$ cat config.mk
export PLATFORM = sky130hd
export DESIGN_NAME = fpu_issue_queue
export DESIGN_NICKNAME = d
export VERILOG_FILES = /design/src/rtl/fpu_pkg.sv /design/src/rtl/fpu_sync_fifo.sv /design/src/rtl/fpu_issue_queue.sv
export SDC_FILE = /design/constraint.sdc
export NUM_CORES = 2
export LEC_CHECK = 0
export ABC_CLOCK_PERIOD_IN_PS = 98700
export CAP_MARGIN = 20
export CORE_ASPECT_RATIO = 1.75
export CORE_MARGIN = 10
export CORE_UTILIZATION = 40
export DETAILED_ROUTE_END_ITERATION = 10
export PLACE_DENSITY = 0.7
export SLEW_MARGIN = 25
export SYNTH_ARGS = -nofsm -noshare
export SYNTH_HDL_FRONTEND = slang
export SYNTH_SLANG_ARGS = --single-unit
$ cat constraint.sdc
create_clock -name clk -period 98.7 [get_ports clk]
set_input_delay 19.74 -clock clk [delete_from_list [all_inputs] [get_ports clk]]
set_output_delay 19.74 -clock clk [all_outputs]
set_load 0.02 [all_outputs]
$ cat src/rtl/fpu_pkg.sv
// fpu_pkg: shared FPU operation, rounding-mode and exception-flag encodings
package fpu_pkg;

    typedef enum logic [1:0] {
        OP_ADD = 2'b00,
        OP_SUB = 2'b01,
        OP_MUL = 2'b10,
        OP_DIV = 2'b11
    } fpu_op_e;

    typedef enum logic [2:0] {
        RM_RNE = 3'd0,
        RM_RTZ = 3'd1,
        RM_RDN = 3'd2,
        RM_RUP = 3'd3,
        RM_RMM = 3'd4
    } fpu_rm_e;

    localparam int EXC_W  = 5;
    localparam int EXC_OF = 4;
    localparam int EXC_UF = 3;
    localparam int EXC_DZ = 2;
    localparam int EXC_NV = 1;
    localparam int EXC_NX = 0;

endpackage

$ cat src/rtl/fpu_sync_fifo.sv
// fpu_sync_fifo: synchronous FIFO with registered storage and full/empty/count status
module fpu_sync_fifo #(
    parameter int W = 8,
    parameter int D = 4,
    localparam int AW = $clog2(D)
) (
    input  logic          clk,
    input  logic          rst,
    input  logic          push,
    input  logic [W-1:0]  wdata,
    input  logic          pop,
    output logic [W-1:0]  rdata,
    output logic          full,
    output logic          empty,
    output logic [AW:0]   count
);

    logic [W-1:0]  mem_q [D];
    logic [AW-1:0] wr_q, wr_d, rd_q, rd_d;
    logic [AW:0]   cnt_q, cnt_d;
    logic          do_push, do_pop;

    assign full  = cnt_q == (AW+1)'(D);
    assign empty = cnt_q == '0;
    assign count = cnt_q;
    assign rdata = mem_q[rd_q];

    always_comb begin
        do_push = push && !full;
        do_pop  = pop && !empty;
        wr_d    = do_push ? wr_q + AW'(1) : wr_q;
        rd_d    = do_pop ? rd_q + AW'(1) : rd_q;
        cnt_d   = (do_push && !do_pop) ? cnt_q + (AW+1)'(1) :
                  (!do_push && do_pop) ? cnt_q - (AW+1)'(1) : cnt_q;
    end

    always_ff @(posedge clk or posedge rst) begin
        if (rst) begin
            for (int i = 0; i < D; i++) mem_q[i] <= '0;
            wr_q  <= '0;
            rd_q  <= '0;
            cnt_q <= '0;
        end else begin
            if (do_push) mem_q[wr_q] <= wdata;
            wr_q  <= wr_d;
            rd_q  <= rd_d;
            cnt_q <= cnt_d;
        end
    end

endmodule

$ cat src/rtl/fpu_issue_queue.sv
// fpu_issue_queue: credit-based FPU request buffer/issuer with tagged result buffer; FPU_ISSUE_STICKY_EXC_EN enables sticky exception flags
module fpu_issue_queue
    import fpu_pkg::*;
#(
    parameter int BIT_WIDTH = 64,
    parameter int DEPTH     = 4,
    parameter int TAG_W     = 4,
    parameter int FPU_LAT   = 1
) (
    input  logic                 clk,
    input  logic                 rst,
    input  logic                 i_req_valid,
    output logic                 o_req_ready,
    input  logic [1:0]           i_req_op,
    input  logic [2:0]           i_req_mode,
    input  logic [BIT_WIDTH-1:0] i_req_a,
    input  logic [BIT_WIDTH-1:0] i_req_b,
    input  logic [TAG_W-1:0]     i_req_tag,
    output logic                 o_fpu_valid,
    output logic [1:0]           o_fpu_operation,
    output logic [2:0]           o_fpu_mode,
    output logic [BIT_WIDTH-1:0] o_fpu_inputA,
    output logic [BIT_WIDTH-1:0] o_fpu_inputB,
    input  logic [BIT_WIDTH-1:0] i_fpu_output,
    input  logic [EXC_W-1:0]     i_fpu_exeption,
    output logic                 o_rsp_valid,
    input  logic                 i_rsp_ready,
    output logic [BIT_WIDTH-1:0] o_rsp_data,
    output logic [EXC_W-1:0]     o_rsp_exeption,
    output logic [TAG_W-1:0]     o_rsp_tag,
    input  logic                 i_exc_clear,
    output logic [EXC_W-1:0]     o_exc_sticky
);

    localparam int REQ_W = 5 + 2*BIT_WIDTH + TAG_W;
    localparam int RSP_W = BIT_WIDTH + EXC_W + TAG_W;
    localparam int CW    = $clog2(DEPTH) + 1;
    localparam logic [CW:0] CREDITS = (CW+1)'(DEPTH);

    logic                 req_full, req_empty, rsp_full_unused, rsp_empty;
    logic                 issue, cap, rsp_pop;
    logic [CW-1:0]        req_cnt_unused, rsp_cnt;
    logic [REQ_W-1:0]     req_rdata;
    logic [RSP_W-1:0]     rsp_rdata;
    logic [1:0]           h_op;
    logic [2:0]           h_mode;
    logic [BIT_WIDTH-1:0] h_a, h_b;
    logic [TAG_W-1:0]     h_tag;

    logic                 fpu_valid_q, fpu_valid_d;
    logic [1:0]           op_q, op_d;
    logic [2:0]           mode_q, mode_d;
    logic [BIT_WIDTH-1:0] a_q, a_d, b_q, b_d;
    logic [TAG_W-1:0]     tag_q, tag_d;
    logic [CW-1:0]        inflight_q, inflight_d;
    logic [FPU_LAT-1:0]   pv_q, pv_d;
    logic [TAG_W-1:0]     pt_q [FPU_LAT];
    logic [TAG_W-1:0]     pt_d [FPU_LAT];
    logic [EXC_W-1:0]     sticky_q, sticky_d;

    assign o_req_ready = !rst && !req_full;
    assign {h_op, h_mode, h_a, h_b, h_tag} = req_rdata;

    fpu_sync_fifo #(.W(REQ_W), .D(DEPTH)) u_req_fifo (
        .clk   (clk),
        .rst   (rst),
        .push  (i_req_valid && o_req_ready),
        .wdata ({i_req_op, i_req_mode, i_req_a, i_req_b, i_req_tag}),
        .pop   (issue),
        .rdata (req_rdata),
        .full  (req_full),
        .empty (req_empty),
        .count (req_cnt_unused)
    );

    fpu_sync_fifo #(.W(RSP_W), .D(DEPTH)) u_rsp_fifo (
        .clk   (clk),
        .rst   (rst),
        .push  (cap),
        .wdata ({i_fpu_output, i_fpu_exeption, pt_q[FPU_LAT-1]}),
        .pop   (rsp_pop),
        .rdata (rsp_rdata),
        .full  (rsp_full_unused),
        .empty (rsp_empty),
        .count (rsp_cnt)
    );

    assign o_rsp_valid = !rsp_empty;
    assign rsp_pop     = o_rsp_valid && i_rsp_ready;
    assign {o_rsp_data, o_rsp_exeption, o_rsp_tag} = rsp_rdata;

    // Every in-flight op owns a reserved result slot, so capture can never overflow
    always_comb begin
        issue       = !req_empty && (({1'b0, inflight_q} + {1'b0, rsp_cnt}) < CREDITS);
        cap         = pv_q[FPU_LAT-1];
        fpu_valid_d = issue;
        op_d        = issue ? h_op : op_q;
        mode_d      = issue ? h_mode : mode_q;
        a_d         = issue ? h_a : a_q;
        b_d         = issue ? h_b : b_q;
        tag_d       = issue ? h_tag : tag_q;
        inflight_d  = (issue && !cap) ? inflight_q + CW'(1) :
                      (!issue && cap) ? inflight_q - CW'(1) : inflight_q;
        pv_d[0]     = fpu_valid_q;
        pt_d[0]     = tag_q;
        for (int i = 1; i < FPU_LAT; i++) begin
            pv_d[i] = pv_q[i-1];
            pt_d[i] = pt_q[i-1];
        end
    end

`ifdef FPU_ISSUE_STICKY_EXC_EN
    assign sticky_d = (i_exc_clear ? '0 : sticky_q) | (rsp_pop ? o_rsp_exeption : '0);
`else
    logic unused_exc_clear;
    assign unused_exc_clear = i_exc_clear;
    assign sticky_d = '0;
`endif

    always_ff @(posedge clk or posedge rst) begin
        if (rst) begin
            fpu_valid_q <= 1'b0;
            op_q        <= '0;
            mode_q      <= '0;
            a_q         <= '0;
            b_q         <= '0;
            tag_q       <= '0;
            inflight_q  <= '0;
            pv_q        <= '0;
            for (int i = 0; i < FPU_LAT; i++) pt_q[i] <= '0;
            sticky_q    <= '0;
        end else begin
            fpu_valid_q <= fpu_valid_d;
            op_q        <= op_d;
            mode_q      <= mode_d;
            a_q         <= a_d;
            b_q         <= b_d;
            tag_q       <= tag_d;
            inflight_q  <= inflight_d;
            pv_q        <= pv_d;
            pt_q        <= pt_d;
            sticky_q    <= sticky_d;
        end
    end

    assign o_fpu_valid     = fpu_valid_q;
    assign o_fpu_operation = op_q;
    assign o_fpu_mode      = mode_q;
    assign o_fpu_inputA    = a_q;
    assign o_fpu_inputB    = b_q;
    assign o_exc_sticky    = sticky_q;

endmodule

==> metrics <==
status=completed; Hold Slack=0.375 ns; initial antenna violation count=25; FFs w/ async S/R, synth=100%; PostCTS Resize Cnt=0; startpoint type of the worst setup path=primary input; Detailed Route WL=105 mm; Final min period=41.08 ns; Ports=425; Worst Setup Slack post-DPL=57.08 ns; crit path DAT=21.34 ns; P&R area growth vs syn=20.0%; max-cap viol count=0; f_max=24.3 MHz; Critical R2R Capture=u_req_fifo.mem_q[361]; Synthesis Warnings=0; number of DRC markers in iteration 0=1108; chip width=268 microns; Mapped Cells=2416; slew of the pin with the lowest slew margin=1.06 ns; Post-synth EDFFs=0; endpoints failing hold=0; routability cong.=0.730; CTS Buffer Depth=3; number of buffers added on ports=418; GR Overflow Total=0; layout cells sized above 1=47.5%; clk slew on worst S/H paths=0.06 ns; Mean Syn Cell Area=17.8 sq um; CTS sink count=1000; worst hold start=pt_d[0]; R2R Path Start=u_req_fifo.count[0]; CTS Root Cell=clkbuf_16; ANT nets after route=0; vias in the first global route=26900; Worst VDD drop=26.0 uV; Synth area leaders=dfrtp_1 58%, mux2_2 22%, mux4_2 11%; TNS Setup=0 ns; vias per inst=5.36; fin util=48.4%; total die area=121000 sq um; Power Density=37.7 nW/um^2; Yosys reg bits=1000; Worst setup EP type=primary output; Initial Utilization=40.3%; setup ws final=57.62 ns; Worst EP required=78.96 ns; wire per inst=24.6 microns; worst setup path class=primary input to primary output; RSZ-0062 raised after global routing=false; Post-CTS Setup Repair Bufs=0; Worst Clk Skew=0.0256 ns; Hold Path Sink=pt_q[0]; via count=22800; Hold-fix buffers, CTS=0; Yosys top cell by area=dfrtp_1; Slew headroom=29.7%; largest net degree at the start of global routing=200; Max Slew Vio Count=0; Top FF cell, synth=dfrtp_1; worst skew pair latency=0.70 ns; hold path depth=0; Post-Syn Area=42900 sq um; Yosys top cell area share=58.3%; Hold WC Path Type=flip-flop to flip-flop; total CTS buffers=94; Final setup viols=0; first-pass GRT wire length=163 mm; Site Rows=158; GRT Util Overall=17.4%; final-stage net count=3038; sequential element share of the synthesized area=58.3%; Detailed Place HPWL=67.8 mm; Synth cell types=29; Crit Path Max Fanout=43; CTS tree=done; CORE AREA=106000 sq um; R2R depth=5; H-Tree Depth=3; Leak=0.0217 uW; Residual DRC=0; Die Y=453 microns; Final Cycle Share=41.6%; FF-to-FF setup slack=94.90 ns; most frequent cell after synthesis=dfrtp_1; synth cell count leaders=1000 x dfrtp_1, 826 x mux2_2, 210 x mux4_2; First-pass DRT Iterations=4
## layout by cell type, fill, tap and decap left out, types with 3 or more instances in the layout
master,instances
buf_12,3
buf_4,21
buf_6,7
bufinv_16,8
clkbuf_1,17
clkbuf_16,94
clkbuf_8,20
clkdlybuf4s50_1,418
clkinv_2,19
clkinv_4,4
clkinv_8,3
clkinvlp_4,3
conb_1,5
dfrtp_1,996
dfrtp_4,4
diode_2,10
fa_1,3
ha_1,13
inv_1,10
inv_6,3
mux2_1,26
mux2_2,826
mux2_4,130
mux4_2,210
nand3_4,8
nor2_1,3
xnor2_1,9
xor2_1,6
## through the flow
stage | std cells | instance area (sq um) | total power, uW
floorplan | 2420 | 42900 | 1300
global placement | 4073 | 48100 | 1530
detailed placement | 4073 | 48100 | 1580
CTS | 4249 | 51400 | 1970
global route | 4258 | 51500 | 2050
finish | 4261 | 51500 | 1940
## power by group
group	switching (uW)	internal (uW)
Clock	165	215
Sequential	127	622
Combinational	333	479
Total	625	1320
## flip-flops by register name (all words and copies together), names as in the netlist
register and count:
cap 1, inflight_q 3, o_fpu_inputA 64, o_fpu_inputB 64
o_fpu_mode 3, o_fpu_operation 2, o_fpu_valid 1, pt_d 4
pt_q 4, u_req_fifo.count 3, u_req_fifo.mem_q 548, u_req_fifo.rd_q 2
u_req_fifo.wr_q 2, u_rsp_fifo.count 3, u_rsp_fifo.mem_q 292, u_rsp_fifo.rd_q 2
u_rsp_fifo.wr_q 2
## cells by family (layout without fill, tap and decap cells)
family                     count (synthesis)  count (layout)  synth area share, %
and+or+nand+nor                           25              25                0.379
muxes                                   1192            1192                 37.9
xor gates and xnor gates                  15              15                0.306
DFF                                     1000            1000                 58.3
adders and majority gates                 16              16                0.519
buffers and inverters                    167             638                 2.55
other                                      1              15              0.00874
## how the worst max path moves through the flow
| stage | from | to | slack (ns) | cells after the start |
|---|---|---|---|---|
| finish | rst | o_req_ready | 57.62 | 4 |
| global route | rst | o_req_ready | 57.54 | 4 |
| CTS | rst | o_req_ready | 57.08 | 4 |
| detailed placement | rst | o_req_ready | 57.08 | 4 |
| global placement | rst | o_req_ready | 57.15 | 4 |
| floorplan | rst | o_req_ready | 36.85 | 2 |
## worst max-delay path, stage by stage
cell and delay (ns):
clkdlybuf4s50_1 0.51, inv_8 0.29, and2_1 0.18, clkdlybuf4s50_1 0.61
## cell type report
type	count	area, sq um
clock buffer	131	2690
antenna	10	25.0
clock inverter	45	579
inverter	11	48.8
fill	8853	54800
timing repair buffer	451	4540
multi-input combinational	1253	16900
sequential	1000	25000
tap	1360	1700
## layer usage
layer  up-vias  share of wire [%]  global-route usage [%]
li1       9743                  -                       -
met1     12400                 38                    19.7
met2       506                 52                    31.0
met3       173                6.1                    4.48
met4        30                2.9                    6.71
met5         -               0.20                       0
Note: power is estimated with default switching activity, not from simulation.
